<file path="src/rtl/vb_loader.sv">
// vb_loader - upload controller for the triangle vertex buffer.
//
// Packs a stream of WORD_W-bit words, WORDS_PER_TRI at a time, into one
// triangle record (first word most significant) and writes it into the vertex
// buffer at consecutive addresses. The scene size seen by the scan stage
// (wsize) only changes right after scan reports a frame boundary, so a scene
// commit never lands in the middle of a frame.
//
// Optional build macro: VB_LOADER_STATS_EN adds scene_count / drop_count.
//
// Ports:
//   clk           system clock, also the vertex buffer write clock
//   rst           synchronous, active-high reset
//   in_valid      stream word valid
//   in_ready      stream word accepted when in_valid & in_ready
//   in_data       stream word
//   in_last       final word of a scene
//   frame_done    one-cycle frame boundary pulse from scan
//   wen           buffer write enable
//   wdata         assembled triangle record
//   waddr         buffer write address
//   wsize         committed triangle count for scan
//   commit_pulse  one cycle, marks a scene commit (wsize update point)
//   overflow      sticky: a triangle was dropped because the scene was full
//   framing_err   sticky: in_last arrived mid-record
//   scene_count   (VB_LOADER_STATS_EN) commits seen, wrapping
//   drop_count    (VB_LOADER_STATS_EN) suppressed writes, saturating
module vb_loader #(
  parameter int WORD_W        = 27,
  parameter int WORDS_PER_TRI = 8,
  parameter int ADDR_W        = 12,
  parameter int MAX_TRIS      = 4095,
  parameter int RESET_SIZE    = 36
) (
  input  logic                            clk,
  input  logic                            rst,
  input  logic                            in_valid,
  output logic                            in_ready,
  input  logic [WORD_W-1:0]               in_data,
  input  logic                            in_last,
  input  logic                            frame_done,
  output logic                            wen,
  output logic [WORD_W*WORDS_PER_TRI-1:0] wdata,
  output logic [ADDR_W-1:0]               waddr,
  output logic [ADDR_W-1:0]               wsize,
  output logic                            commit_pulse,
  output logic                            overflow,
  output logic                            framing_err
`ifdef VB_LOADER_STATS_EN
  ,
  output logic [15:0]                     scene_count,
  output logic [15:0]                     drop_count
`endif
);

  localparam int REC_W = WORD_W * WORDS_PER_TRI;
  localparam int IDX_W = (WORDS_PER_TRI > 1) ? $clog2(WORDS_PER_TRI) : 1;
  localparam logic [IDX_W-1:0]  LAST_IDX     = IDX_W'(WORDS_PER_TRI - 1);
  localparam logic [ADDR_W-1:0] MAX_TRIS_C   = ADDR_W'(MAX_TRIS);
  localparam logic [ADDR_W-1:0] RESET_SIZE_C = ADDR_W'(RESET_SIZE);

  typedef enum logic [1:0] {
    COLLECT    = 2'd0,
    WRITE      = 2'd1,
    WAIT_FRAME = 2'd2,
    COMMIT     = 2'd3
  } state_t;

  state_t                   state_r;
  logic [IDX_W-1:0]         word_idx_r;
  logic [ADDR_W-1:0]        tri_count_r;
  logic                     commit_pend_r;
  // Only the words already received are kept; the newest word joins on the
  // final beat straight into wdata.
  logic [REC_W-WORD_W-1:0]  rec_r;

  logic                     accept_s;
  logic                     last_word_s;
  logic                     has_room_s;
  logic [REC_W-1:0]         rec_next_s;

  assign accept_s    = in_valid & in_ready & (state_r == COLLECT);
  assign last_word_s = (word_idx_r == LAST_IDX);
  assign has_room_s  = (tri_count_r < MAX_TRIS_C);
  // Shifting left puts the first word of the record in the top slot.
  assign rec_next_s  = {rec_r, in_data};

`ifdef VB_LOADER_STATS_EN
  // Scene and drop statistics, both cleared only by reset.
  always_ff @(posedge clk) begin
    if (rst) begin
      scene_count <= 16'd0;
      drop_count  <= 16'd0;
    end else begin
      if ((state_r == WAIT_FRAME) && frame_done) begin
        scene_count <= scene_count + 16'd1;
      end else begin
        scene_count <= scene_count;
      end
      if ((state_r == COLLECT) && accept_s && last_word_s && !has_room_s &&
          (drop_count != 16'hFFFF)) begin
        drop_count <= drop_count + 16'd1;
      end else begin
        drop_count <= drop_count;
      end
    end
  end
`endif

  // Loader FSM; all outputs are registered and reflect the state being entered.
  always_ff @(posedge clk) begin
    if (rst) begin
      state_r       <= COLLECT;
      word_idx_r    <= {IDX_W{1'b0}};
      tri_count_r   <= {ADDR_W{1'b0}};
      commit_pend_r <= 1'b0;
      rec_r         <= {(REC_W-WORD_W){1'b0}};
      in_ready      <= 1'b0;
      wen           <= 1'b0;
      wdata         <= {REC_W{1'b0}};
      waddr         <= {ADDR_W{1'b0}};
      wsize         <= RESET_SIZE_C;
      commit_pulse  <= 1'b0;
      overflow      <= 1'b0;
      framing_err   <= 1'b0;
    end else begin
      wen          <= 1'b0;
      commit_pulse <= 1'b0;
      case (state_r)
        COLLECT: begin
          in_ready <= 1'b1;
          if (accept_s) begin
            if (last_word_s) begin
              // Record complete: the write is issued in the WRITE cycle.
              word_idx_r    <= {IDX_W{1'b0}};
              rec_r         <= {(REC_W-WORD_W){1'b0}};
              commit_pend_r <= in_last;
              in_ready      <= 1'b0;
              state_r       <= WRITE;
              if (has_room_s) begin
                wen         <= 1'b1;
                waddr       <= tri_count_r;
                wdata       <= rec_next_s;
                tri_count_r <= tri_count_r + {{(ADDR_W-1){1'b0}}, 1'b1};
              end else begin
                overflow <= 1'b1;
              end
            end else if (in_last) begin
              // Scene ended mid-record: drop the partial record, still commit.
              word_idx_r  <= {IDX_W{1'b0}};
              rec_r       <= {(REC_W-WORD_W){1'b0}};
              framing_err <= 1'b1;
              in_ready    <= 1'b0;
              state_r     <= WAIT_FRAME;
            end else begin
              word_idx_r <= word_idx_r + {{(IDX_W-1){1'b0}}, 1'b1};
              rec_r      <= rec_next_s[REC_W-WORD_W-1:0];
            end
          end else begin
            state_r <= COLLECT;
          end
        end
        WRITE: begin
          word_idx_r <= {IDX_W{1'b0}};
          if (commit_pend_r) begin
            in_ready <= 1'b0;
            state_r  <= WAIT_FRAME;
          end else begin
            in_ready <= 1'b1;
            state_r  <= COLLECT;
          end
        end
        WAIT_FRAME: begin
          in_ready <= 1'b0;
          if (frame_done) begin
            // An empty scene keeps the previous size so scan never sees zero.
            if (tri_count_r != {ADDR_W{1'b0}}) begin
              wsize <= tri_count_r;
            end else begin
              wsize <= wsize;
            end
            commit_pulse  <= 1'b1;
            tri_count_r   <= {ADDR_W{1'b0}};
            commit_pend_r <= 1'b0;
            state_r       <= COMMIT;
          end else begin
            state_r <= WAIT_FRAME;
          end
        end
        COMMIT: begin
          in_ready <= 1'b1;
          state_r  <= COLLECT;
        end
        default: begin
          word_idx_r <= {IDX_W{1'b0}};
          in_ready   <= 1'b0;
          state_r    <= COLLECT;
        end
      endcase
    end
  end

endmodule

</file>
<file path="config.mk">
export PLATFORM = sky130hd
export DESIGN_NAME = vb_loader
export DESIGN_NICKNAME = d
export VERILOG_FILES = /design/src/rtl/vb_loader.sv
export SDC_FILE = /design/constraint.sdc
export NUM_CORES = 1
export LEC_CHECK = 0
export ABC_AREA = 0
export CORE_MARGIN = 1.5
export CORE_UTILIZATION = 40
export CTS_BUF_LIST = sky130_fd_sc_hd__clkbuf_4 sky130_fd_sc_hd__clkbuf_8
export DETAILED_ROUTE_END_ITERATION = 6
export PLACE_DENSITY = 0.66
export SYNTH_ARGS = -nofsm -noshare
export SYNTH_HDL_FRONTEND = slang
export SYNTH_SLANG_ARGS = --single-unit
</file>
<file path="constraint.sdc">
create_clock -name clk -period 2.6 [get_ports clk]
set_input_delay 0.52 -clock clk [delete_from_list [all_inputs] [get_ports clk]]
set_output_delay 0.52 -clock clk [all_outputs]
set_load 0.02 [all_outputs]
</file>
==> impl_summary.md <==
Global route
The number of global-route vias before repair is 14.3k. The met2 track demand over resource is 0.371. The initial antenna violation count is 0.

Entering global routing, the biggest net connects 124 pins. The met3 usage in global routing is 0.0698. The most used routing layer in global routing is met2.

The met1 capacity usage during global routing is 0.323. The first-pass GRT wire length is ~81000 um. The sum of overflow across all layers after global routing is 0. For this run, the total global-route usage over all layers was measured as 0.243.

Placement
The count of input and output buffers is around 280. At the end of routability-driven placement, the weighted congestion stood at 0.836. Summed over all nets, the half-perimeter wirelength after detailed placement is ~33000 um. The standard cell area after detailed placement is ~20000 sq um.

Timing
Setup repair after global routing left no endpoint under its margin. Setup violations remaining at the end of the flow were counted as 0. The final setup skew is 22.2 ps. The worst pin sits at a relative slew slack of 0.485. On the final layout, the worst hold slack is approximately 330 ps. The number of pins exceeding their max-slew limit in the final report is 0. The number of hold-slack violations in the final timing report is 0. The highest achievable clock rate is approximately 450 MHz. The period utilization is 0.864.

The clock period minus worst slack is approximately 2200 ps. Adding up every negative setup slack in the final design gives 0 ps. At the pin with the least slew margin, the transition time is a little under 800 ps.

Pwr
The combinational group share of total power is 0.030. The net switching power is roughly 3200 uW. Of the total power, registers draw 0.491.

The switching share of power is 0.226. The share of total power dissipated in the clock network is 0.479. VDD sags by at most roughly 0.36 mV. In this run the static leakage power is slightly above 0.007 uW. The internal power of the cells is between 10000 and 15000 uW. The power density over cell area is ~660 nW/um^2.

Floorplanning
The number of I/O pins is 277. The initial utilization of the core area, before any placement, comes to 0.404. The height of the die is between 200 and 250 um. The floorplan step defined a die boundary enclosing 42300 sq um. The standard-cell row count is between 70 and 80. The floorplan die width is approximately 200 um. The placeable core region is roughly 41000 sq um.

Hold path
Along the worst hold path, the cell count comes to 2. The worst hold path begins at rst. The tightest min-delay check is of the primary input to flop type. For hold timing, the worst endpoint is state_r[0].

Drt
In this run the remaining antenna-violating nets after routing total 0. The detailed router placed between 15k and 20k vias in this run. The number of DRC markers in iteration 0 is 1192. For this run, the detailed router's first-pass iteration total came to 5. After detailed routing, the number of remaining DRC violations is 0. After detailed routing, the number of vias per cell comes to between 5 and 6. After detailed routing, the average wire length per cell comes to around 20 um. The sum of routed wire length over all layers is around 52000 um.

Critical path
The worst endpoint data arrival time is between 1500 and 2000 ps. The worst register-to-register path has a depth of 6. The cell with the biggest individual delay on the critical path is clkdlybuf4s50_1. Walking the worst path, the cells encountered are clkdlybuf4s50_1. The startpoint of the most critical setup path is in_ready. The critical register-to-register path startpoint is tri_count_r[1]. In this run the critical register-to-register path is captured at wdata[109]. The worst-path maximum fanout is 6.

For flop-to-flop paths, the worst setup slack is roughly 440 ps. Among cell families on the critical path, the largest total delay comes from buffers and inverters. The required time at the worst-slack endpoint is around 2100 ps. The startpoint type of the worst setup path is a flop.

The category of the worst setup path capture point is an output pin. The largest single stage delay on the critical path is ~670 ps. The number of buffers and inverters on the critical path is 1. The critical path in this run is classified as flop to output pin.

Logic synthesis
The number of distinct library cells after synthesis is 43. The area share of the largest cell type after synthesis is 0.551. The top flip-flop cell by instance count after synthesis is dfxtp_1.

Ranked by total cell area, the synthesized netlist is headed by dfxtp_1 (55%), a22oi_1 (8.7%), a21oi_1 (7.4%), nand3_1 (7.2%), o21ai_0 (6.9%). In this run the mean area of a mapped cell was between 8 and 9 sq um. By count the netlist is led by dfxtp_1 (452), a21oi_1 (244), nand3_1 (235), o21ai_0 (227), nor2_1 (210). The sequential cell area fraction in the yosys report is 0.551.

The synthesized design spends more area on one cell type than any other, namely dfxtp_1. Yosys printed 0 warnings. The post-synth design cell area is around 16000 sq um. The most used standard cell by instance count after synthesis is dfxtp_1. The share of flip-flops with an asynchronous set or reset after synthesis is 0. The net count of the mapped netlist is roughly 1.9k. The number of synthesized register bits is 452.

The synthesized instance count is between 1.5k and 2k. The count of flip-flops with a built-in enable after synthesis is 0.

Run status
The flow ran to the end, and the final reports show no timing, DRC or antenna violations.

CTS
Counting along the longest clock path gives a buffer depth of 3. The number of H-tree levels is 3. The buffers inserted during post-CTS setup optimization is 0. The TritonCTS sink count is roughly 450.

After clock tree synthesis, the clock-pin slew on the worst setup and hold paths is ~50 ps. For this design, the CTS-stage hold fixing added 0 buffers. The later-pin clock latency in the skew report is 610 ps. The post-cts sizing count is 0. The number of buffers created by CTS is between 70 and 80. TritonCTS built the clock tree. The root buffer cell chosen for the clock tree is clkbuf_8.

Final layout
Once layout is complete, the utilization of the core stands at 0.526. In the final layout, the share of cells above drive strength 1 is 0.0943. Counting the fill cells in the layout gives about 3.8k. The count of antenna diodes in the layout is 0. With fillers left out, the area of the finished cells amounts to 21400 sq um. The post-synthesis to final-layout area growth is 30.4%. The net count reported at finish is between 2k and 2.5k.

Job
Across the run, the number of max-cap violations was 0.
==> layout by cell type (no fill, tap or decap), drive strengths merged, types with 5 or more instances in the layout <==
| master | n |
|---|---|
| clkinv | 9 |
| clkbuf | 128 |
| clkdlybuf4s50 | 275 |
| a31oi | 8 |
| mux2i | 8 |
| a21oi | 244 |
| and4 | 5 |
| nor2 | 210 |
| and3 | 5 |
| nor3 | 9 |
| a22oi | 191 |
| nand2 | 6 |
| dfxtp | 452 |
| buf | 51 |
| nand3 | 235 |
| or4 | 7 |
| o21ai | 228 |
| o31ai | 7 |
==> sequential cells by signal (all words and copies together), names as in the netlist <==
signal / cells
waddr: 12
state_r: 2
wsize: 12
in_ready: 1
framing_err: 1
commit_pend_r: 1
commit_pulse: 1
wdata: 216
overflow: 1
word_idx_r: 3
wen: 1
rec_r: 189
tri_count_r: 12
==> metal layers <==
layer / part of all wire / vias to the layer above
met4: 0.032 / 0
li1: - / 7114
met5: 0 / -
met3: 0.080 / 91
met2: 0.45 / 528
met1: 0.44 / 7269
==> how the worst max path moves through the flow <==
stage,depth (start not counted),slack [ps],endpoint
after floorplan,7,820,tri_count_r[11]
after global placement,6,240,tri_count_r[4]
after detailed placement,7,180,wdata[109]
after CTS,1,300,in_ready
after global routing,1,280,in_ready
final,1,350,in_ready
==> cells by family after synthesis <==
logic type / synth area share
compound gates: 0.243
fa+ha+maj: 0.00305
buf+inv: 0.0567
flops: 0.551
mux: 0.00488
simple gates: 0.141
==> final cells by class <==
| class | instances | area [sq um] | area share |
|---|---|---|---|
| clock inverters | 13 | 76.3 | 0.00357 |
| flip-flops and latches | 452 | 9050 | 0.423 |
| repair buffers | 326 | 3490 | 0.163 |
| well taps | 532 | 666 | 0.0311 |
| inverters | 3 | 11.3 | 0.000526 |
| multi-input cells | 1198 | 6490 | 0.303 |
| clock buffers | 128 | 1610 | 0.0753 |
==> through the flow <==
stage | setup WS, ps | power (uW) | std cells
6_report | 354 | 14200 | 2652
5_1_grt | 280 | 14700 | 2652
4_1_cts | 300 | 14400 | 2652
3_5_place_dp | 184 | 7550 | 2511
3_3_place_gp | 237 | 7540 | 2511
2_1_floorplan | 823 | 7370 | 1859
==> power groups by stage <==
stage	Sequential [uW]	Clock (uW)	Combinational (uW)
floorplan	7120	0	254
global placement	7130	0	417
detailed placement	7130	0	420
CTS	6980	6960	422
global route	6970	7310	458
finish	6980	6800	424
No activity file was read; power rests on OpenSTA's default activity.
